$ cat src/rtl/regfile_write_arbiter.sv
`default_nettype none
// ---------------------------------------------------------------------------
// Module   : regfile_write_arbiter
// Purpose  : Shares the register file write port between ALU and load
//            writeback. The arbiter grants the older slot first and breaks
//            ties round-robin. Defining REGWR_FWD_EN adds read-stage bypass
//            ports.
// Revision : 1.0 - initial release
// ---------------------------------------------------------------------------
module regfile_write_arbiter #(
   parameter int DATA_W           = 32,
   parameter int ADDR_W           = 5,
   parameter int ZERO_REG_PROTECT = 1
) (
   input  logic              clock,
   input  logic              reset,
   input  logic              req0_valid,
   input  logic [ADDR_W-1:0] req0_addr,
   input  logic [DATA_W-1:0] req0_data,
   output logic              req0_ready,
   input  logic              req1_valid,
   input  logic [ADDR_W-1:0] req1_addr,
   input  logic [DATA_W-1:0] req1_data,
   output logic              req1_ready,
   output logic              rf_w_en,
   output logic [ADDR_W-1:0] rf_w_addr,
   output logic [DATA_W-1:0] rf_w_data,
   output logic              grant_id,
   output logic              busy,
   output logic [15:0]       stall_count
`ifdef REGWR_FWD_EN
   ,
   input  logic [ADDR_W-1:0] rd_addr_s1,
   input  logic [ADDR_W-1:0] rd_addr_s2,
   output logic              fwd_s1_hit,
   output logic              fwd_s2_hit,
   output logic [DATA_W-1:0] fwd_s1_data,
   output logic [DATA_W-1:0] fwd_s2_data
`endif
);

   logic              slot0_full;
   logic              slot1_full;
   logic [ADDR_W-1:0] slot0_addr;
   logic [ADDR_W-1:0] slot1_addr;
   logic [DATA_W-1:0] slot0_data;
   logic [DATA_W-1:0] slot1_data;
   logic              age;
   logic              tie;
   logic              rr;

   logic gnt_any;
   logic gnt_id;
   logic tie_break;
   logic drain0;
   logic drain1;
   logic stay0;
   logic stay1;
   logic fill0;
   logic fill1;
   logic stall_evt;

   // age names the older slot; tie marks both slots loaded on the same edge
   always_comb begin
      gnt_any = slot0_full | slot1_full;
      gnt_id  = 1'b0;
      if (slot0_full && slot1_full) begin
         gnt_id = tie ? rr : age;
      end else begin
         gnt_id = slot1_full;
      end
   end

   assign tie_break = slot0_full & slot1_full & tie;
   assign drain0    = slot0_full & ~gnt_id;
   assign drain1    = slot1_full & gnt_id;
   assign stay0     = slot0_full & ~drain0;
   assign stay1     = slot1_full & ~drain1;
   assign stall_evt = stay0 | stay1;

   assign req0_ready = ~slot0_full | drain0;
   assign req1_ready = ~slot1_full | drain1;
   assign busy       = slot0_full | slot1_full;

   // A write to r0 completes the handshake but never occupies a slot
   assign fill0 = req0_valid & req0_ready &
                  ~((ZERO_REG_PROTECT != 0) && (req0_addr == '0));
   assign fill1 = req1_valid & req1_ready &
                  ~((ZERO_REG_PROTECT != 0) && (req1_addr == '0));

   always_ff @(posedge clock or posedge reset) begin
      if (reset) begin
         slot0_full  <= 1'b0;
         slot1_full  <= 1'b0;
         slot0_addr  <= '0;
         slot1_addr  <= '0;
         slot0_data  <= '0;
         slot1_data  <= '0;
         age         <= 1'b0;
         tie         <= 1'b0;
         rr          <= 1'b0;
         rf_w_en     <= 1'b0;
         rf_w_addr   <= '0;
         rf_w_data   <= '0;
         grant_id    <= 1'b0;
         stall_count <= 16'h0000;
      end else begin
         slot0_full <= fill0 | stay0;
         slot1_full <= fill1 | stay1;
         if (fill0) begin
            slot0_addr <= req0_addr;
            slot0_data <= req0_data;
         end
         if (fill1) begin
            slot1_addr <= req1_addr;
            slot1_data <= req1_data;
         end

         if (stay0 && fill1) begin
            age <= 1'b0;
            tie <= 1'b0;
         end else if (stay1 && fill0) begin
            age <= 1'b1;
            tie <= 1'b0;
         end else begin
            tie <= fill0 & fill1;
         end

         if (tie_break) begin
            rr <= ~rr;
         end

         rf_w_en <= gnt_any;
         if (gnt_any) begin
            rf_w_addr <= gnt_id ? slot1_addr : slot0_addr;
            rf_w_data <= gnt_id ? slot1_data : slot0_data;
            grant_id  <= gnt_id;
         end

         if (stall_evt && (stall_count != 16'hFFFF)) begin
            stall_count <= stall_count + 16'd1;
         end
      end
   end

`ifdef REGWR_FWD_EN
   assign fwd_s1_hit  = rf_w_en && (rf_w_addr == rd_addr_s1) && (rf_w_addr != '0);
   assign fwd_s2_hit  = rf_w_en && (rf_w_addr == rd_addr_s2) && (rf_w_addr != '0);
   assign fwd_s1_data = rf_w_data;
   assign fwd_s2_data = rf_w_data;
`endif

endmodule
`default_nettype wire

$ cat config.mk
export PLATFORM = sky130hd
export DESIGN_NAME = regfile_write_arbiter
export DESIGN_NICKNAME = d
export VERILOG_FILES = /design/src/rtl/regfile_write_arbiter.sv
export SDC_FILE = /design/constraint.sdc
export NUM_CORES = 1
export LEC_CHECK = 0
export BUFFER_PORTS_ARGS = -buffer_cell sky130_fd_sc_hd__buf_2
export CORE_MARGIN = 5
export CORE_UTILIZATION = 57
export CTS_CLUSTER_SIZE = 24
export DETAILED_ROUTE_END_ITERATION = 8
export PLACE_DENSITY = 0.84
export SYNTH_ARGS = -nofsm -noshare
export SYNTH_HDL_FRONTEND = slang
export SYNTH_SLANG_ARGS = --single-unit
$ cat constraint.sdc
create_clock -name clock -period 6.2 [get_ports clock]
set_input_delay 0.93 -clock clock [delete_from_list [all_inputs] [get_ports clock]]
set_output_delay 0.93 -clock clock [all_outputs]
set_load 0.01 [all_outputs]
* Word-level counts from Yosys, hierarchy flattened *
Cells that the tools add are included.

word-level totals
  ROM bits = 0
  bits in latches = 0
  bits in writable memories = 0
  logic and storage cells = 56
  flip-flop bits (word level) = 134
  bits of input ports = 78
  output and inout bits = 58
  memories kept = 0

cells by class
  multiplexer cells = 8
  add/sub/neg operators = 1
  $mul = 0
  bitwise operators = 25
  shifts and indexed selects = 0
  equality and inequality tests = 1
  magnitude comparators = 0
  reductions and logical operators = 7
  divide/modulo/power cells = 0

operators with widths
  operator               number
  $mux 32                1
  $add 16x1->16 const B  1
  $ne 16x16->1 const B   1
  $and 1x1->1            11
  $logic_not 5->1        2
  $not 1->1              8
  $mux 1                 6
  $or 1x1->1             6
  $mux 5                 1
  $logic_and 1x1->1      4
  $reduce_bool 2->1      1

* Logic depth before layout (Yosys ltp) *
  word-level depth = 10
  mapped depth = 7
  gate-level depth less buffers = 5

* Worst setup path after synthesis *
OpenSTA, ideal clock, no wires.

  path type = register -> output
  start point = register slot1_full
  end point = output port busy
  cell stages (with the launch flop) = 5
  path buffers = 2
  arrival = 1313 ps
  required time = 5270 ps
  setup slack = 3957 ps
  cells stage by stage = dfrtp_1 > nor2_1 > clkbuf_1 > clkbuf_1 > inv_1

between the ends
  longest elaborated chain between the ends = 1

ends and longest elaborated chain
  what                    line  RTL
  start, declared         43    logic slot1_full;
  start signal, assigned  109   slot1_full <= fill1 | stay1;
  $or 1x1->1              83    assign busy = slot0_full | slot1_full;
  end, declared           29    output logic busy,

Every way passes these cells.

* Worst setup path in the final report *
  start point = register tie
  end point = output port req0_ready

between the ends
  longest elaborated chain between the ends = 5

ends and longest elaborated chain
  what                    line  RTL
  start, declared         49    logic tie;
  start signal, assigned  126   tie <= fill0 & fill1;
  $mux 1                  68    gnt_id = tie ? rr : age;
  $mux 1                  67    if (slot0_full && slot1_full) begin
  $not 1->1               75    assign drain0 = slot0_full & ~gnt_id;
  $and 1x1->1             75
  $or 1x1->1              81    assign req0_ready = ~slot0_full | drain0;
  end, declared           20    output logic req0_ready,

Every way passes these cells.

==> results.yml <==
floorplanning:
  fp.coreArea_mm2: 0.00964
  die_h_um: 109
  fp-row-count: 36
  dieArea_mm2: 0.0119
  initial_core_util_pct: 57.8
  die_x_um: 109
  io_pins: 136
grt:
  grt_max_degree: 80
  grt_pass1_vias: 4141
  antenna_found_initial: 1
  overflow: 0
  grt_pass1_wl_um: 21100
  grt_usage_pct: 23.4
yosys:
  synth_ff_type: "dfrtp_1"
  async_reset_ff_share_pct: 100
  syn_nets: 466
  synthCells: 387
  synth_xor_area_share_pct: 2.20
  synth_cell_types: 39
  synth_compound_area_share_pct: 13.2
  ys_ff_latch: 134
  synth_top_family_by_area: "multiplexers"
  synthAdderAreaFrac_pct: 0.225
  synth_edf_count: 0
  netlist_area_mm2: 0.00557
  ys_seq_area_share_pct: 60.2
  synth-warning-count: 0
  syn_area_per_cell_um2: 14.4
  synth_mux_area_share_pct: 16.9
  synthSimpleGateAreaFrac_pct: 4.89
route:
  drt_iter0_markers: 150
  drc: 0
  ant_nets: 0
  vias_per_cell: 5.71
  wl_um: 13000
  routedWlPerCell_um: 19.5
  dr.pass1.iters: 4
  vias: 3810
clocking:
  cts_sinks: 134
  cts_tree: "done"
  clock_latency_ns: 0.52
  htree_levels: 4
  post_cts_resized: 0
  clock_path_buffers: 2
  cts_made_buffers: 17
  postCtsSetupBuffers: 0
  clockRootBuffer: "clkbuf_8"
  clk_pin_slew_ns: 0.06
  ctsHoldBuffers: 0
pwr:
  p_per_area_mw_per_mm2: 515
  p_leak_nw: 3.56
  pwr-share-clk_pct: 31.5
  combPwrFrac_pct: 30.0
  p_sw_mw: 1.12
  peakVddDrop_v: 0.000284
  p_int_mw: 2.50
  sw_frac_of_total_pct: 30.9
  power_frac_seq_pct: 38.5
finish:
  utilization_pct: 72.8
  nNetsFinal: 601
  synthToLayoutAreaGrowth_pct: 26.0
  insertedDiodeCount: 0
  drive_gt1_share_pct: 47.0
  finalInstanceArea_mm2: 0.00702
  num-fill-cells: 667
place:
  port_buffers: 135
  dp_hpwl_um: 8370
  pre_cts_slack_ns: 3.51
  place_area_mm2: 0.00634
  gp_congestion: 0.875
timing:
  slew_headroom_pct: 33.0
  maxSlewViolCount: 0
  final_hold_viol_count: 0
  fmax_ghz: 0.361
  skew_ns: 0.00606
  final.setup.tns_ns: 0
  whs_ns: 0.465
  rsz0062_at_grt: "no"
  period_share_pct: 44.7
  finalSetupViolations: 0
  worst_pin_slew_ns: 1.00
  fin_ws_ns: 3.43
  period_needed_ns: 2.77
critical_path:
  critical_path_required_ns: 5.27
  worstSetupEndpointType: "output port"
  arrival_ns: 1.84
  crit_chain: "mux2i_2, nand2b_1, buf_2"
  cp-start-kind: "flop"
  critical_path_class: "flop to output port"
  slowest_delay_ns: 0.40
  critPathSlowestCell: "mux2i_2"
  path_max_fanout: 6
hold_path:
  hold_class: "flop to flop"
flow_run:
  maxCapViolCount: 0
outcome:
  status: "complete, no violations"
==> synthesized netlist by cell type, types with 3 or more instances <==
master / count / share of area, %
inv_1: 4 / 0.27
nand3_1: 5 / 0.45
dfrtp_1: 134 / 60
xnor2_1: 7 / 1.1
nor2_1: 5 / 0.34
a22o_1: 37 / 5.8
nand2_1: 10 / 0.67
mux2_4: 28 / 7.5
a31oi_1: 3 / 0.34
xor2_1: 7 / 1.1
nor3_1: 3 / 0.27
a21oi_1: 3 / 0.27
and3_1: 3 / 0.34
a21o_1: 39 / 5.3
mux2_2: 45 / 9.1
buf_6: 3 / 0.61
and2_1: 3 / 0.34
nand4_1: 7 / 0.79
clkbuf_1: 8 / 0.54
buf_2: 10 / 0.90
==> worst paths after layout <==
| path | startpoint | end | slack, ns | cells after the start |
|---|---|---|---|---|
| worst max-delay path | tie$_DFF_PP0_ | req0_ready | 3.43 | 3 |
| worst min-delay path | slot0_addr[4]$_DFFE_PP0N_ | rf_w_addr[4]$_DFFE_PP0P_ | 0.47 | 1 |
| worst max register to register | tie$_DFF_PP0_ | slot0_data[18]$_DFFE_PP0N_ | 3.78 | 4 |
| worst min register to register | slot0_addr[4]$_DFFE_PP0N_ | rf_w_addr[4]$_DFFE_PP0P_ | 0.47 | 1 |
| max in group asynchronous | reset | rf_w_data[22]$_DFFE_PP0P_ | 4.22 | 3 |
| min in group asynchronous | reset | rf_w_data[19]$_DFFE_PP0P_ | 0.51 | 2 |
==> registers in the layout, indices dropped and copies added (netlist names), 5 cells and up <==
name and cells:
slot0_addr 5, slot0_data 32, rf_w_data 32, stall_count 16
slot1_addr 5, rf_w_addr 5, slot1_data 32
==> worst max-delay path: cells and delay by family (launching register included) <==
family	cells	cell delay, ns
multiplexers	1	0.40
AND/OR/NAND/NOR	1	0.35
flip-flops	1	0.37
buffers and inverters	1	0.20
==> power groups by stage <==
stage          Clock (mW)  Combinational [mW]  Sequential, mW
2_1_floorplan           0               0.685            1.42
3_3_place_gp            0                1.04            1.38
3_5_place_dp            0                1.09            1.39
4_1_cts              1.15                1.10            1.39
5_1_grt              1.20                1.18            1.43
6_report             1.14                1.08            1.39
==> per-layer routing <==
| layer | track usage (%) | up-vias | part of all wire, % |
|---|---|---|---|
| met1 | 29.9 | 1943 | 41 |
| met2 | 37.5 | 150 | 50 |
| met3 | 6.99 | 20 | 7.3 |
| met5 | 0 | - | 0.084 |
| li1 | - | 1695 | - |
| met4 | 9.29 | 2 | 1.6 |
==> cells in the final DEF (no fill, tap or decap), types with 7 or more instances in the layout <==
| cell | n |
|---|---|
| mux2_2 | 45 |
| nand4_1 | 7 |
| xor2_1 | 7 |
| nand2_1 | 10 |
| a21o_1 | 39 |
| mux2_4 | 28 |
| buf_2 | 135 |
| dfrtp_1 | 134 |
| a22o_1 | 37 |
| xnor2_1 | 7 |
| clkbuf_16 | 16 |
==> per-stage QoR <==
step	std cells	total power [mW]
CTS	667	3.64
global placement	636	2.42
floorplan	387	2.10
detailed placement	636	2.48
finish	667	3.62
global route	667	3.80
==> final cells by class <==
type | count | area [um2] | area share, %
timing repair buffer | 138 | 698 | 9.95
inverter | 4 | 17.5 | 0.250
clock buffer | 20 | 455 | 6.49
sequential | 134 | 3350 | 47.8
multi-input combinational | 227 | 2110 | 30.0
tap | 133 | 166 | 2.37
clock inverter | 11 | 220 | 3.14
==> kinds of logic after synthesis <==
kind of cell,after synthesis
compound gates,92
xor+xnor,14
simple gates,46
mux,74
buf+inv,26
fa+ha+maj,1
flops,134
(Power assumes the default switching activity.)
